==> src/rtl/multicycle_main_control_if.sv <==
// rtl/multicycle_main_control_if.sv - control/datapath signal bundle for the multicycle main control FSM
interface multicycle_main_control_if #(
    parameter int COUNT_W = 16
);
    logic [5:0]         Opcode;
    logic               mem_ready;
    logic [2:0]         ALUOp;
    logic               PCWrite;
    logic               PCWriteCond;
    logic               BranchNE;
    logic               IorD;
    logic               MemRead;
    logic               MemWrite;
    logic               IRWrite;
    logic               RegDst;
    logic               MemtoReg;
    logic               RegWrite;
    logic               ALUSrcA;
    logic [1:0]         ALUSrcB;
    logic [1:0]         PCSource;
    logic               retire;
    logic [COUNT_W-1:0] instr_count;
    logic               illegal_op;

    modport master (
        input  Opcode, mem_ready,
        output ALUOp, PCWrite, PCWriteCond, BranchNE, IorD, MemRead, MemWrite,
               IRWrite, RegDst, MemtoReg, RegWrite, ALUSrcA, ALUSrcB, PCSource,
               retire, instr_count, illegal_op
    );

    modport slave (
        output Opcode, mem_ready,
        input  ALUOp, PCWrite, PCWriteCond, BranchNE, IorD, MemRead, MemWrite,
               IRWrite, RegDst, MemtoReg, RegWrite, ALUSrcA, ALUSrcB, PCSource,
               retire, instr_count, illegal_op
    );
endinterface

==> src/rtl/multicycle_main_control.sv <==
// rtl/multicycle_main_control.sv - multicycle MIPS main control FSM with retired-instruction counter
// Define ILLEGAL_TRAP_EN to trap unknown opcodes (sticky illegal_op); otherwise they retire as NOPs.
module multicycle_main_control #(
    parameter int COUNT_W = 16
) (
    input  logic                      clk,
    input  logic                      reset,
    multicycle_main_control_if.master bus
);
    localparam logic [5:0] OP_R    = 6'b000000;
    localparam logic [5:0] OP_ADDI = 6'b001000;
    localparam logic [5:0] OP_ORI  = 6'b001101;
    localparam logic [5:0] OP_INC  = 6'b011100;
    localparam logic [5:0] OP_LW   = 6'b100011;
    localparam logic [5:0] OP_SW   = 6'b101011;
    localparam logic [5:0] OP_BEQ  = 6'b000100;
    localparam logic [5:0] OP_BNE  = 6'b000101;
    localparam logic [5:0] OP_J    = 6'b000010;

    typedef enum logic [3:0] {
        S_FETCH, S_DECODE, S_MEMADR, S_MEMRD, S_MEMWB, S_MEMWR,
        S_EXEC_R, S_EXEC_I, S_ALUWB, S_BRANCH, S_JUMP, S_TRAP
    } state_t;

    state_t             state_q, state_d;
    logic [5:0]         op_q, op_d;
    logic [COUNT_W-1:0] count_q, count_d;
    logic               retire_s;

    function automatic logic is_known(input logic [5:0] op);
        case (op)
            OP_R, OP_ADDI, OP_ORI, OP_INC, OP_LW, OP_SW,
            OP_BEQ, OP_BNE, OP_J: is_known = 1'b1;
            default:              is_known = 1'b0;
        endcase
    endfunction

    always_ff @(posedge clk) begin
        if (reset) begin
            state_q <= S_FETCH;
            op_q    <= '0;
            count_q <= '0;
        end else begin
            state_q <= state_d;
            op_q    <= op_d;
            count_q <= count_d;
        end
    end

    // Opcode is captured in DECODE so later states never depend on IR staying stable.
    always_comb begin
        op_d    = (state_q == S_DECODE) ? bus.Opcode : op_q;
        count_d = retire_s ? count_q + COUNT_W'(1) : count_q;
    end

    always_comb begin
        state_d = state_q;
        case (state_q)
            S_FETCH:  if (bus.mem_ready) state_d = S_DECODE;
            S_DECODE: begin
                case (bus.Opcode)
                    OP_R:                    state_d = S_EXEC_R;
                    OP_ADDI, OP_ORI, OP_INC: state_d = S_EXEC_I;
                    OP_LW, OP_SW:            state_d = S_MEMADR;
                    OP_BEQ, OP_BNE:          state_d = S_BRANCH;
                    OP_J:                    state_d = S_JUMP;
`ifdef ILLEGAL_TRAP_EN
                    default:                 state_d = S_TRAP;
`else
                    default:                 state_d = S_FETCH;
`endif
                endcase
            end
            S_EXEC_R, S_EXEC_I: state_d = S_ALUWB;
            S_MEMADR: state_d = (op_q == OP_LW) ? S_MEMRD : S_MEMWR;
            S_MEMRD:  if (bus.mem_ready) state_d = S_MEMWB;
            S_MEMWR:  if (bus.mem_ready) state_d = S_FETCH;
`ifdef ILLEGAL_TRAP_EN
            S_TRAP:   state_d = S_TRAP;
`endif
            default:  state_d = S_FETCH;
        endcase
    end

    always_comb begin
        bus.ALUOp       = 3'b000;
        bus.PCWrite     = 1'b0;
        bus.PCWriteCond = 1'b0;
        bus.BranchNE    = 1'b0;
        bus.IorD        = 1'b0;
        bus.MemRead     = 1'b0;
        bus.MemWrite    = 1'b0;
        bus.IRWrite     = 1'b0;
        bus.RegDst      = 1'b0;
        bus.MemtoReg    = 1'b0;
        bus.RegWrite    = 1'b0;
        bus.ALUSrcA     = 1'b0;
        bus.ALUSrcB     = 2'b00;
        bus.PCSource    = 2'b00;
        bus.illegal_op  = 1'b0;
        retire_s        = 1'b0;
        case (state_q)
            S_FETCH: begin
                bus.MemRead = 1'b1;
                bus.ALUSrcB = 2'b01;
                bus.ALUOp   = 3'b100;
                bus.IRWrite = bus.mem_ready;
                bus.PCWrite = bus.mem_ready;
            end
            S_DECODE: begin
                bus.ALUSrcB = 2'b11;
                bus.ALUOp   = 3'b100;
`ifndef ILLEGAL_TRAP_EN
                retire_s    = !is_known(bus.Opcode);
`endif
            end
            S_EXEC_R: begin
                bus.ALUSrcA = 1'b1;
                bus.ALUOp   = 3'b111;
            end
            S_EXEC_I: begin
                bus.ALUSrcA = 1'b1;
                bus.ALUSrcB = 2'b10;
                case (op_q)
                    OP_ORI:  bus.ALUOp = 3'b101;
                    OP_INC:  bus.ALUOp = 3'b110;
                    default: bus.ALUOp = 3'b100;
                endcase
            end
            S_ALUWB: begin
                bus.RegWrite = 1'b1;
                bus.RegDst   = (op_q == OP_R);
                retire_s     = 1'b1;
            end
            S_MEMADR: begin
                bus.ALUSrcA = 1'b1;
                bus.ALUSrcB = 2'b10;
                bus.ALUOp   = 3'b100;
            end
            S_MEMRD: begin
                bus.MemRead = 1'b1;
                bus.IorD    = 1'b1;
            end
            S_MEMWB: begin
                bus.RegWrite = 1'b1;
                bus.MemtoReg = 1'b1;
                retire_s     = 1'b1;
            end
            S_MEMWR: begin
                bus.MemWrite = 1'b1;
                bus.IorD     = 1'b1;
                retire_s     = bus.mem_ready;
            end
            S_BRANCH: begin
                bus.ALUSrcA     = 1'b1;
                bus.ALUOp       = 3'b001;
                bus.PCWriteCond = 1'b1;
                bus.PCSource    = 2'b01;
                bus.BranchNE    = (op_q == OP_BNE);
                retire_s        = 1'b1;
            end
            S_JUMP: begin
                bus.PCWrite  = 1'b1;
                bus.PCSource = 2'b10;
                retire_s     = 1'b1;
            end
            S_TRAP: begin
`ifdef ILLEGAL_TRAP_EN
                bus.illegal_op = 1'b1;
`endif
            end
            default: ;
        endcase
    end

    assign bus.retire      = retire_s;
    assign bus.instr_count = count_q;
endmodule

==> src/flat_wrapper.sv <==
// flat-port wrapper written by rule: the top's interface ports become plain ports
module multicycle_main_control_flat 
#(
    parameter int COUNT_W = 16
)
  (clk, reset, bus_Opcode, bus_mem_ready, bus_ALUOp, bus_PCWrite, bus_PCWriteCond, bus_BranchNE, bus_IorD, bus_MemRead, bus_MemWrite, bus_IRWrite, bus_RegDst, bus_MemtoReg, bus_RegWrite, bus_ALUSrcA, bus_ALUSrcB, bus_PCSource, bus_retire, bus_instr_count, bus_illegal_op);
  multicycle_main_control_if #(.COUNT_W(COUNT_W)) bus_i ();
  input  logic clk;
  input  logic reset;
  input wire logic [$bits(bus_i.Opcode)-1:0] bus_Opcode;
  input wire logic [$bits(bus_i.mem_ready)-1:0] bus_mem_ready;
  output wire logic [$bits(bus_i.ALUOp)-1:0] bus_ALUOp;
  output wire logic [$bits(bus_i.PCWrite)-1:0] bus_PCWrite;
  output wire logic [$bits(bus_i.PCWriteCond)-1:0] bus_PCWriteCond;
  output wire logic [$bits(bus_i.BranchNE)-1:0] bus_BranchNE;
  output wire logic [$bits(bus_i.IorD)-1:0] bus_IorD;
  output wire logic [$bits(bus_i.MemRead)-1:0] bus_MemRead;
  output wire logic [$bits(bus_i.MemWrite)-1:0] bus_MemWrite;
  output wire logic [$bits(bus_i.IRWrite)-1:0] bus_IRWrite;
  output wire logic [$bits(bus_i.RegDst)-1:0] bus_RegDst;
  output wire logic [$bits(bus_i.MemtoReg)-1:0] bus_MemtoReg;
  output wire logic [$bits(bus_i.RegWrite)-1:0] bus_RegWrite;
  output wire logic [$bits(bus_i.ALUSrcA)-1:0] bus_ALUSrcA;
  output wire logic [$bits(bus_i.ALUSrcB)-1:0] bus_ALUSrcB;
  output wire logic [$bits(bus_i.PCSource)-1:0] bus_PCSource;
  output wire logic [$bits(bus_i.retire)-1:0] bus_retire;
  output wire logic [$bits(bus_i.instr_count)-1:0] bus_instr_count;
  output wire logic [$bits(bus_i.illegal_op)-1:0] bus_illegal_op;
  assign bus_i.Opcode = bus_Opcode;
  assign bus_i.mem_ready = bus_mem_ready;
  assign bus_ALUOp = bus_i.ALUOp;
  assign bus_PCWrite = bus_i.PCWrite;
  assign bus_PCWriteCond = bus_i.PCWriteCond;
  assign bus_BranchNE = bus_i.BranchNE;
  assign bus_IorD = bus_i.IorD;
  assign bus_MemRead = bus_i.MemRead;
  assign bus_MemWrite = bus_i.MemWrite;
  assign bus_IRWrite = bus_i.IRWrite;
  assign bus_RegDst = bus_i.RegDst;
  assign bus_MemtoReg = bus_i.MemtoReg;
  assign bus_RegWrite = bus_i.RegWrite;
  assign bus_ALUSrcA = bus_i.ALUSrcA;
  assign bus_ALUSrcB = bus_i.ALUSrcB;
  assign bus_PCSource = bus_i.PCSource;
  assign bus_retire = bus_i.retire;
  assign bus_instr_count = bus_i.instr_count;
  assign bus_illegal_op = bus_i.illegal_op;
  multicycle_main_control #(.COUNT_W(COUNT_W)) u_core (.clk(clk), .reset(reset), .bus(bus_i));
endmodule
==> config.mk <==
export PLATFORM = sky130hd
export DESIGN_NAME = multicycle_main_control_flat
export DESIGN_NICKNAME = d
export VERILOG_FILES = /design/src/rtl/multicycle_main_control_if.sv /design/src/rtl/multicycle_main_control.sv /design/src/flat_wrapper.sv
export SDC_FILE = /design/constraint.sdc
export NUM_CORES = 1
export LEC_CHECK = 0
export ABC_CLOCK_PERIOD_IN_PS = 3900
export BUFFER_PORTS_ARGS = -buffer_cell sky130_fd_sc_hd__clkbuf_2
export CAP_MARGIN = 40
export CORE_MARGIN = 2
export CORE_UTILIZATION = 56
export CTS_CLUSTER_SIZE = 25
export DETAILED_ROUTE_END_ITERATION = 16
export GPL_ROUTABILITY_DRIVEN = 0
export GPL_TIMING_DRIVEN = 0
export PLACE_DENSITY = 0.82
export SETUP_SLACK_MARGIN = 0.2
export SLEW_MARGIN = 20
export SYNTH_ARGS = -nofsm -noshare
export SYNTH_HDL_FRONTEND = slang
export SYNTH_SLANG_ARGS = --single-unit
==> constraint.sdc <==
create_clock -name clk -period 3.9 [get_ports clk]
set_clock_uncertainty 0.05 [all_clocks]
set_input_delay 0.78 -clock clk [delete_from_list [all_inputs] [get_ports clk]]
set_output_delay 0.78 -clock clk [all_outputs]
set_load 0.005 [all_outputs]
Yosys cells after proc, flatten, opt, wreduce, memory -nomap -nowiden
Index checks and enable logic that the tools add are counted.
{"block": "op_classes", "add_sub_neg": 1, "n_eq_ne": 25, "mux": 24, "reduce_logical": 17}
{"op": "4-bit one-hot mux with 6 select lines", "n": 1}
{"op": "4-bit one-hot mux with 5 select lines", "n": 1}
{"op": "6-bit by 3-bit equality test with 1-bit output (second input constant)", "n": 3}
{"op": "6-bit by 4-bit equality test with 1-bit output (second input constant)", "n": 3}
{"op": "6-bit equality test (second input constant)", "n": 3}
{"op": "16-bit by 1-bit adder with 16-bit output (second input constant)", "n": 1}
{"op": "4-bit by 3-bit equality test with 1-bit output (second input constant)", "n": 4}
{"op": "2-bit OR reduction", "n": 7}
{"op": "4-bit equality test (second input constant)", "n": 3}
{"op": "6-bit by 5-bit equality test with 1-bit output (second input constant)", "n": 2}
{"op": "6-bit logical NOT", "n": 2}
{"op": "1-bit 2-to-1 mux", "n": 12}
{"op": "4-bit 2-to-1 mux", "n": 3}
{"op": "3-bit one-hot mux with 4 select lines", "n": 1}
{"op": "9-bit OR reduction", "n": 1}
{"op": "4-bit by 2-bit equality test with 1-bit output (second input constant)", "n": 2}
{"op": "2-bit one-hot mux with 2 select lines", "n": 2}
{"op": "4-bit OR reduction", "n": 2}
{"op": "6-bit by 2-bit equality test with 1-bit output (second input constant)", "n": 1}
{"op": "2-bit inequality test (second input constant)", "n": 3}
{"op": "2-bit one-hot mux with 3 select lines", "n": 1}
{"op": "3-bit OR reduction", "n": 2}
{"op": "4-bit by 1-bit equality test with 1-bit output (second input constant)", "n": 1}
{"op": "4-bit logical NOT", "n": 1}
{"op": "other kinds (5)", "n": 5}
{"block": "word_totals", "register_bits": 26, "elab_cells": 70}

Longest topological paths before layout
{"block": "logic_depth", "word_depth": 6, "depth_mapped": 8}

Least setup slack after synthesis
No wires, ideal clock.
{"block": "synth_path", "path_kind": "input -> output", "startpoint": "in bus_Opcode[3]", "endpoint": "out bus_retire", "arrival_time_ps": 2201, "required_time_ps": 3070, "path_slack_ps": 869, "stages": 7, "cell_sequence": "buf_6 maj3_2 or3_4 a311oi_4 buf_6 buf_12 inv_2"}
{"block": "synth_via", "elab_chain_cells": 6, "word_cells_on_any_way": 14, "cone_classes": "8 x eq/ne; 3 x mux; 3 x reduce/logical"}
{"element": "from (decl)", "line_no": "flat_wrapper.sv:10", "text": "input wire logic [$bits(bus_i.Opcode)-1:0] bus_Opcode;"}
{"element": "6-bit by 4-bit equality test with 1-bit output (tied with other cells)", "line_no": "multicycle_main_control.sv:31", "text": "case (op)"}
{"element": "9-bit OR reduction (*)", "line_no": "multicycle_main_control.sv:31"}
{"element": "1-bit 2-to-1 mux (*)", "line_no": "multicycle_main_control.sv:31"}
{"element": "1-bit 2-to-1 mux (*)", "line_no": "multicycle_main_control.sv:102", "text": "case (state_q)"}
{"element": "1-bit logical NOT (*)", "line_no": "multicycle_main_control.sv:114", "text": "retire_s = !is_known(bus.Opcode);"}
{"element": "1-bit one-hot mux with 3 select lines (*)", "line_no": "multicycle_main_control.sv:102"}
{"element": "to (decl)", "line_no": "flat_wrapper.sv:26", "text": "output wire logic [$bits(bus_i.retire)-1:0] bus_retire;"}
Mark *: on every way between the ends. The rest lies on a longest branch, timed or not. The select of a mux whose other input is x is not followed.

Final worst setup path
{"block": "layout_path", "startpoint": "in bus_Opcode[5]", "endpoint": "out bus_retire"}
The elaborated chain is that of the path after synthesis.

==> impl_metrics.tcl <==
set metrics [dict create \
    finalNetCount 281 \
    post-synth-top-count-cell "a21oi_1" \
    dp_slack_ns 0.578 \
    via_count 1821 \
    grt_max_degree 15 \
    dieArea_sq_um 3490 \
    root_buffer "clkbuf_4" \
    cp.required_ns 3.07 \
    synthArstFlopShare 0 \
    fillers 256 \
    worstSetupPathType "in -> out" \
    grtUsageTotal 0.249 \
    synthToLayoutAreaGrowth_pct 16.2 \
    maxSlewViolCount 0 \
    remaining_drc_errors 0 \
    worst_slack_ns 0.573 \
    status "finished clean" \
    power_leakage_nw 0.729 \
    cts-buffers-inserted 3 \
    hold_class "reg -> reg" \
    grt_pass1_vias 1457 \
    clk_latency_ns 0.32 \
    syn_area_sq_um 1700 \
    peakVddDrop_mv 0.216 \
    yosys.area.top_type "dfxtp_1" \
    yosys_warnings 0 \
    cts_setup_buffers 0 \
    grt-ovfl-total 0 \
    synth_cells 226 \
    wl_per_cell_microns 14.0 \
    fin_crit_sh 0.853 \
    yosys_register_bits 26 \
    synth-edff-count 0 \
    cts.sinks 26 \
    hold_violations 0 \
    coreArea_sq_um 2830 \
    cts_max_path_buffers 2 \
    synthTopCellsByCount "27 x a21oi_1, 26 x dfxtp_1, 24 x nand2_1" \
    ios 45 \
    hold_buffers 0 \
    num_antenna_cells 0 \
    critPathArrivalTime_ns 2.50 \
    cts_tree "done" \
    min_period_ns 3.33 \
    fin_util 0.697 \
    finalSetupViolCount 0 \
    critical_path.startpoint_type "input port" \
    rsz0062_at_grt "no" \
    die-height_microns 59.1 \
    rows 19 \
    fin_tns_setup_ns 0 \
    drt_iter0_drc 106 \
    grt_pass1_wl_mm 6.72 \
    end_kind "primary output" \
    drt.antenna.violating_nets 0 \
    regArea_sq_um 520 \
    cellPowerDensity_nw_per_um2 268 \
    ys_seq_area_frac 0.307 \
    p_total_uw 529 \
    critPathMaxFanout 10 \
    vias_per_cell 6.05 \
    multi_input_area_sq_um 1050 \
    port_buffers 40 \
    htreeDepth 1 \
    routed_wl_mm 4.20 \
    ctsResizeCount 0 \
    dr.pass1.iters 5 \
    synth_nets 236 \
    die_w_microns 59.1 \
    yosys.cell_types.count 47 \
    drive_gt1_frac 0.230 \
    antenna_found_initial 0 \
    path_clk_slew_ns 0.12 \
    max_freq_mhz 301 \
    synth_ff_type "dfxtp_1" \
    initial_core_util 0.600 \
    synth_top_area_frac 0.307 \
    avgSynthCellArea_sq_um 7.51 \
    dp_hpwl_mm 3.19 \
    synthTopCellsByArea "dfxtp_1 31%, a21oi_1 8.0%, nand2_1 5.3%, or3_1 4.4%, nand3_1 3.8%" \
    drv_cap 0 \
]
## cells in the final DEF (no fill, tap or decap), types with 2 or more instances in the layout
master / netlist / layout
buf_6: 3 / 3
mux2i_1: 2 / 2
and3_1: 2 / 2
clkbuf_2: 0 / 40
nor3b_1: 3 / 3
nand2b_1: 4 / 4
nand2_1: 24 / 24
buf_4: 2 / 2
o21ai_0: 5 / 5
or2_2: 4 / 4
or4_1: 5 / 5
nor3_1: 7 / 7
nor2b_1: 7 / 7
or3_1: 12 / 12
nor4_1: 4 / 4
o31ai_1: 4 / 4
buf_1: 2 / 2
nand3_1: 13 / 13
o21ai_1: 11 / 11
nand4_1: 5 / 5
dfxtp_1: 26 / 26
nor2_1: 16 / 16
a21oi_1: 27 / 27
xnor2_1: 3 / 3
clkbuf_1: 7 / 7
and2_1: 2 / 2
clkbuf_4: 0 / 3
inv_1: 5 / 5
## worst max-delay path, cell delays in order
cell and delay [ns]:
clkbuf_2 0.15, or2_2 0.35, o31a_2 0.35, a311oi_4 0.40, buf_6 0.21, buf_12 0.14, inv_2 0.03, clkbuf_2 0.10
## through the flow
stage                     hold WS (ns)  std cells  area [sq um]
after CTS                        0.452        301          1970
after floorplan                  0.395        226          1700
after global placement           0.417        297          1940
after detailed placement         0.435        297          1940
after global routing             0.483        301          1970
final                            0.455        301          1970
## final cells by class
class	instances	share of cell area
Multi-Input combinational cell	178	0.531
Sequential cell	26	0.264
Timing Repair Buffer	40	0.101
Buffer	16	0.0545
Tap cell	31	0.0197
Clock buffer	4	0.0184
Inverter	6	0.0114
## cell families (layout without fill, tap and decap cells)
family | after synthesis | in the layout | share of synthesized area
simple gates | 112 | 112 | 0.362
compound gates | 57 | 57 | 0.206
flops | 26 | 26 | 0.307
buf+inv | 22 | 66 | 0.0766
xor+xnor | 4 | 4 | 0.0206
fa+ha+maj | 2 | 2 | 0.0140
mux | 2 | 2 | 0.0118
other cells | 1 | 1 | 0.00221
## path summary, 6_finish.rpt
path | depth (start not counted) | from | to | slack, ns
worst max-delay path | 8 | bus_Opcode[5] | bus_retire | 0.57
worst min-delay path | 2 | u_core.op_q[0] | u_core.op_q[0] | 0.45
worst max register to register | 6 | u_core.state_q[3] | u_core.bus.instr_count[13] | 1.67
worst min register to register | 2 | u_core.op_q[0] | u_core.op_q[0] | 0.45
## registers in the layout, indices dropped and copies added (netlist names)
| signal | cells |
|---|---|
| u_core.state_q | 4 |
| u_core.bus.instr_count | 16 |
| u_core.op_q | 6 |
## report_power, final
group / switching (mW) / internal, mW
sequential: 0.00935 / 0.273
clock: 0.0753 / 0.0571
combinational: 0.0652 / 0.0490
## metal layers
| layer | global-route usage | routed length, microns | vias to the layer above |
|---|---|---|---|
| li1 | - | - | 904 |
| met1 | 0.380 | 1970 | 850 |
| met2 | 0.368 | 1920 | 62 |
| met5 | 0 | 0 | - |
| met4 | 0.0487 | 30 | 0 |
| met3 | 0.0415 | 281 | 5 |
(Power assumes the default switching activity.)
